### config.mk
export PLATFORM = sky130hd
export DESIGN_NAME = if_fetch
export DESIGN_NICKNAME = d
export VERILOG_FILES = /design/src/rtl/if_fetch.sv
export SDC_FILE = /design/constraint.sdc
export NUM_CORES = 1
export LEC_CHECK = 0
export CELL_PAD_IN_SITES_DETAIL_PLACEMENT = 1
export CELL_PAD_IN_SITES_GLOBAL_PLACEMENT = 2
export CORE_AREA = 2 2 233 235
export CTS_CLUSTER_DIAMETER = 200
export CTS_CLUSTER_SIZE = 16
export DETAILED_ROUTE_END_ITERATION = 12
export DIE_AREA = 0 0 235 237
export PLACE_DENSITY = 0.8
export SYNTH_ARGS = -nofsm -noshare
export SYNTH_HDL_FRONTEND = slang
export SYNTH_SLANG_ARGS = --single-unit
### constraint.sdc
create_clock -name clk -period 3.49 [get_ports clk]
set_input_delay 0.5235 -clock clk [delete_from_list [all_inputs] [get_ports clk]]
set_output_delay 0.5235 -clock clk [all_outputs]
set_load 0.1 [all_outputs]
### src/rtl/if_fetch.sv
// Instruction-fetch initiator: owns the PC, fetches from combinational imem and
// registers a valid/ready bundle for decode. Optional counters under IF_PERF_CNT_EN.
module if_fetch #(
    parameter logic [63:0] RESET_PC  = 64'h0000_0000_0000_0000,
    parameter logic [31:0] NOP_INSTR = 32'h00000013
) (
    input  logic        clk,
    input  logic        rst,
    output logic [63:0] imem_addr,
    input  logic [31:0] imem_instr,
    input  logic        imem_exc_en,
    input  logic [3:0]  imem_exc_code,
    input  logic [63:0] imem_exc_val,
    input  logic        trap_valid,
    input  logic [63:0] trap_pc,
    input  logic        redir_valid,
    input  logic [63:0] redir_pc,
    output logic        if_valid,
    input  logic        if_ready,
    output logic [63:0] if_pc,
    output logic [31:0] if_instr,
    output logic        if_exc_en,
    output logic [3:0]  if_exc_code,
    output logic [63:0] if_exc_val,
    output logic [63:0] perf_fetched,
    output logic [63:0] perf_stalls
);

    localparam logic [0:0] ST_RUN  = 1'b0;
    localparam logic [0:0] ST_HOLD = 1'b1;

    logic [63:0] pc;
    logic [0:0]  state;
    logic        load;
    logic        misaligned;

    assign imem_addr  = pc;
    assign misaligned = (pc[1:0] != 2'b00);
    assign load       = (state == ST_RUN) && (!if_valid || if_ready) && !trap_valid && !redir_valid;

    always_ff @(posedge clk) begin
        if (rst) begin
            pc          <= RESET_PC;
            state       <= ST_RUN;
            if_valid    <= 1'b0;
            if_pc       <= 64'h0;
            if_instr    <= NOP_INSTR;
            if_exc_en   <= 1'b0;
            if_exc_code <= 4'h0;
            if_exc_val  <= 64'h0;
        end else if (trap_valid || redir_valid) begin
            // Flush any pending bundle, even one decode has not yet taken.
            pc          <= trap_valid ? trap_pc : redir_pc;
            state       <= ST_RUN;
            if_valid    <= 1'b0;
            if_exc_en   <= 1'b0;
            if_exc_code <= 4'h0;
            if_exc_val  <= 64'h0;
        end else if (load) begin
            if_valid <= 1'b1;
            if_pc    <= pc;
            if (misaligned) begin
                if_instr    <= NOP_INSTR;
                if_exc_en   <= 1'b1;
                if_exc_code <= 4'd0;
                if_exc_val  <= pc;
                state       <= ST_HOLD;
            end else begin
                if_exc_en   <= imem_exc_en;
                if_exc_code <= imem_exc_code;
                if_exc_val  <= imem_exc_val;
                if (imem_exc_en) begin
                    // Freezing the PC in HOLD keeps the fault from being reported twice.
                    if_instr <= NOP_INSTR;
                    state    <= ST_HOLD;
                end else begin
                    if_instr <= imem_instr;
                    pc       <= pc + 64'd4;
                end
            end
        end else if (if_valid && if_ready) begin
            if_valid <= 1'b0;
        end
    end

`ifdef IF_PERF_CNT_EN
    always_ff @(posedge clk) begin
        if (rst) begin
            perf_fetched <= 64'h0;
            perf_stalls  <= 64'h0;
        end else begin
            if (load) perf_fetched <= perf_fetched + 64'd1;
            if (if_valid && !if_ready) perf_stalls <= perf_stalls + 64'd1;
        end
    end
`else
    assign perf_fetched = 64'h0;
    assign perf_stalls  = 64'h0;
`endif

endmodule

* Word-level counts from Yosys, hierarchy flattened
Cells that the tools add are included.
** Cells by class
- Magnitude comparators :: 0
- $add $sub $neg :: 1
- Divide/modulo/power cells :: 0
- Eq/ne operators :: 2
- Multiplexer cells :: 14
- $mul :: 0
- Reduce and logical (&&, ||, !) cells :: 17
- Shift operators :: 0
- Bitwise operators :: 2
** Operators by type and width (number)
- 64-bit two-way mux :: 6
- 64-bit by 3-bit adder with 64-bit output (second input constant) :: 1
- 32-bit two-way mux :: 2
- 2-bit nonzero test :: 4
- 1-bit two-way mux :: 5
- 1-bit logical AND :: 4
- 4-bit two-way mux :: 1
- 2-bit by 1-bit != test with 1-bit output (second input constant) :: 2
- 2-bit AND reduction :: 2
- 1-bit zero test :: 3
- 3-bit AND reduction :: 1
- 1-bit logical OR :: 2
- 1-bit NOT :: 2
- 2-bit OR reduction :: 1
** Word-level totals
- Memories kept :: 0
- Word-level logic and storage cells :: 44
- Input bits :: 234
- Bits in writable memories :: 0
- ROM bits :: 0
- Latch bits :: 0
- Output and inout port bits :: 358
- Flip-flop bits (word level) :: 231

* Depth between registers and ports, before layout
- Depth after elaboration :: 7
- Gate-level depth with buffers :: 9
- Depth with buffers taken out :: 6

* Worst setup path after synthesis
Ideal clock, no wire load.
- Path kind :: register to register
- Start point :: register pc[32], in the netlist imem_addr[32]
- End point :: register pc[52], in the netlist imem_addr[52]
- Path buffers :: 0
- Data arrival time :: 2657 ps
- Slack :: 707 ps
- Cell stages (with the launch flop) :: 7
- Library setup time :: 126 ps
- Required time :: 3364 ps
- Clock period less this slack :: 2783 ps
- Path through :: dfxtp_1 > nand3_1 > nor4_2 > nand3_1 > or4_1 > o21ai_0 > a21oi_1
** On the way
- Longest elaborated chain between the ends :: 5
** Ends and longest elaborated chain
- start, declared :: RTL line 32 : logic [63:0] pc;
- start signal, assigned :: RTL line 53 : pc <= trap_valid ? trap_pc : redir_pc;
- start signal, assigned :: RTL line 78 : pc <= pc + 64'd4;
- 64-bit by 3-bit adder with 64-bit output :: RTL line 78
- 64-bit two-way mux :: RTL line 72 : if (imem_exc_en) begin
- 64-bit two-way mux :: RTL line 62 : if (misaligned) begin
- 64-bit two-way mux :: RTL line 59 : end else if (load) begin
- 64-bit two-way mux :: RTL line 51 : end else if (trap_valid || redir_valid) begin
No other way between the ends. The select of a mux whose other input is x is not followed.
A chain may end at the register's enable or synchronous reset.

* Worst setup path in the final report
- Start point :: register pc[5], in the netlist imem_addr[5]
- End point :: register pc[51], in the netlist imem_addr[51]
Same word-level chain as after synthesis.

==> results.cfg <==
[global_route]
gr-total-overflow = 0
grt_pass1_vias = 12800
grt_start_max_net_pins = 130
track_usage = 0.203
grt_pass1_wl_mm = 85.4
antenna_found_initial = 14

[synth]
synth_cell_types = 58
avgSynthCellArea_sq_um = 7.91
synthCells = 1448
synth_seq_cells = 231
yosysSeqAreaShare = 0.404
synth_top_area_share = 0.404
synth_top_area_cell = dfxtp_1
synth_edf_count = 0
synthTopCellsByArea = dfxtp_1 40%, buf_4 8.7%, nand2_1 7.8%
yosys_warnings = 0
ys.flop_type = dfxtp_1
async_flop_share = 0
syn_area_sq_mm = 0.0115

[timing]
min_period_over_period = 0.825
fin_crit_ns = 2.88
clock-skew-final_ns = 0.0192
slew_headroom = 0.272
slew_violations = 0
tns_ns = 0
max_freq_mhz = 347
setup_violations = 0
hold_viol_final = 0
setup_ws_ns = 0.612
tightest_slew_ns = 1.09
fin_hold_ws_ns = 0.372
rsz0062_at_grt = false

[pwr]
p_per_area_mw_per_mm2 = 445
max-vdd-ir-drop_uv = 300
p_int_w = 0.00432
p_leak_nw = 6.04
swShare = 0.424
power_switching_w = 0.00319
p_clk_frac = 0.273
seq_power_share = 0.387
power_frac_comb = 0.339

[final_layout]
drive_gt1_frac = 0.0727
layout_common_cells = 428 x clkdlybuf4s50_1, 237 x nand2_1, 229 x dfxtp_1, 128 x nor2_1, 128 x conb_1
final_common_cell = clkdlybuf4s50_1
syn_to_final_growth_pct = 47.2
stdcell_count = 2559
nets = 2091
final_util = 0.317
fillers = 6317

[placement]
dp_slack_ns = 0.504
gp_congestion = 0.808
port_buffers = 463
dp_hpwl_mm = 43.2
placed_cells = 2532

[cts]
cts_max_path_buffers = 3
hold_buffers = 0
clock_latency_ns = 0.53
cts.clk_slew.worst_paths_ns = 0.08
numCtsBuffers = 18
htreeDepth = 1
cts_tree = built
cts_resized = 0
cts.sinks = 231
clockRootBuffer = clkbuf_16
post_cts_buffers = 0

[critical_path]
crit_path_max_fanout = 13
crit_arrival_ns = 3.27
critPathSlowestCell = nand4_2
criticalPathCategory = reg -> reg
crit_chain = and3_1, and4_1, nand4_2, nor4_2, xnor2_1, o22ai_1
cp-start-kind = flop
slowest_delay_ns = 0.58
reg2reg_to = imem_addr[51]
r2r_start = imem_addr[5]
cp_top_family = simple AND/OR/NAND/NOR gates
worstSetupEndpointType = flop
r2r.worst_path.cells = 6
rrSetupSlack_ns = 0.61
worst-path-buf-inv = 0
cp.required_ns = 3.88
cp.depth = 6

[worst_hold_path]
hold-path-endpoint = imem_addr[2]
hold_depth = 2
hold_class = in -> reg
min_from = rst

[detailed_routing]
firstDrtPassIters = 5
drt_iter0_drc = 456
vias = 12200
wl_per_cell_um = 23.1
vias_per_cell = 4.75
drc = 0
wirelength_mm = 59.0
ant_nets = 0

[outcome]
status = finished clean

[die]
dieArea_sq_mm = 0.0557
io_pins = 592
coreArea_sq_mm = 0.0533
die_w_um = 235
rows = 85
initial_core_util = 0.215
die_height_um = 237

[run]
maxCapViolations = 0
[worst max-delay path by stage]
stage / from / endpoint
6_report: imem_addr[5] / imem_addr[51]
5_1_grt: imem_addr[5] / imem_addr[37]
4_1_cts: imem_addr[5] / imem_addr[51]
3_5_place_dp: imem_exc_en / imem_addr[51]
3_3_place_gp: imem_exc_en / imem_addr[51]
2_1_floorplan: imem_addr[32] / imem_addr[52]
[registers in the layout, summed over array words and instances, names as in the netlist]
signal,count
if_exc_val,64
if_exc_code,4
if_exc_en,1
imem_addr,64
if_valid,1
if_instr,32
state,1
if_pc,64
[cells in the mapped netlist, types with 6 or more instances]
| cell | number |
|---|---|
| buf_1 | 8 |
| nor2_1 | 134 |
| buf_2 | 6 |
| and4_1 | 6 |
| nand4_1 | 18 |
| a211oi_1 | 19 |
| or2_2 | 6 |
| xor2_1 | 11 |
| nand3_1 | 38 |
| a311oi_1 | 65 |
| o21a_1 | 8 |
| nor3_1 | 24 |
| nor4_1 | 7 |
| o21ai_0 | 83 |
| nand2b_1 | 6 |
| a21oi_1 | 99 |
| dfxtp_1 | 231 |
| o22ai_1 | 39 |
| mux2i_1 | 7 |
| inv_1 | 14 |
| xnor2_1 | 37 |
| a22oi_1 | 53 |
| nand2_1 | 238 |
| buf_4 | 132 |
| clkbuf_1 | 98 |
[cell families (layout without fill, tap and decap cells)]
logic type | count (synthesis) | in the layout | synth area share
flip-flops | 231 | 231 | 0.404
adder cells (fa/ha/maj) | 1 | 1 | 0.00109
multiplexers | 7 | 7 | 0.00612
XOR/XNOR | 48 | 48 | 0.0367
AND/OR/NAND/NOR | 514 | 514 | 0.205
other | 1 | 134 | 0.000327
AO/OA/AOI/OAI | 387 | 387 | 0.218
buffers and inverters | 259 | 541 | 0.129
[per-layer routing]
metal,track usage,vias to the layer above,part of all wire
met5,0,-,0.0014
met4,0.0435,12,0.018
met3,0.0502,60,0.064
met2,0.356,420,0.49
met1,0.251,6013,0.43
li1,-,5658,-
[stage by stage]
step | total power, W | area (sq um)
4_1_cts | 0.00763 | 16800
3_5_place_dp | 0.00553 | 16400
3_3_place_gp | 0.00551 | 16400
2_1_floorplan | 0.00484 | 11900
5_1_grt | 0.00780 | 16900
6_report | 0.00751 | 16900
[power by group through the flow]
stage | logic (W) | clock network, W | registers (W)
3_5_place_dp | 0.00256 | 0 | 0.00297
2_1_floorplan | 0.00113 | 0 | 0.00370
5_1_grt | 0.00265 | 0.00222 | 0.00293
4_1_cts | 0.00256 | 0.00215 | 0.00291
6_report | 0.00255 | 0.00205 | 0.00291
3_3_place_gp | 0.00254 | 0 | 0.00297
[cell type report]
| cell class | instances | area (sq um) | area share |
|---|---|---|---|
| timing repair buffer | 505 | 4910 | 0.291 |
| antenna | 6 | 15.0 | 0.000890 |
| sequential | 231 | 4630 | 0.275 |
| multi-input combinational | 1085 | 5890 | 0.349 |
| inverter | 15 | 56.3 | 0.00334 |
| clock inverter | 1 | 11.3 | 0.000668 |
| tap | 696 | 871 | 0.0516 |
| clock buffer | 20 | 479 | 0.0284 |
No activity file was read; power rests on OpenSTA's default activity.
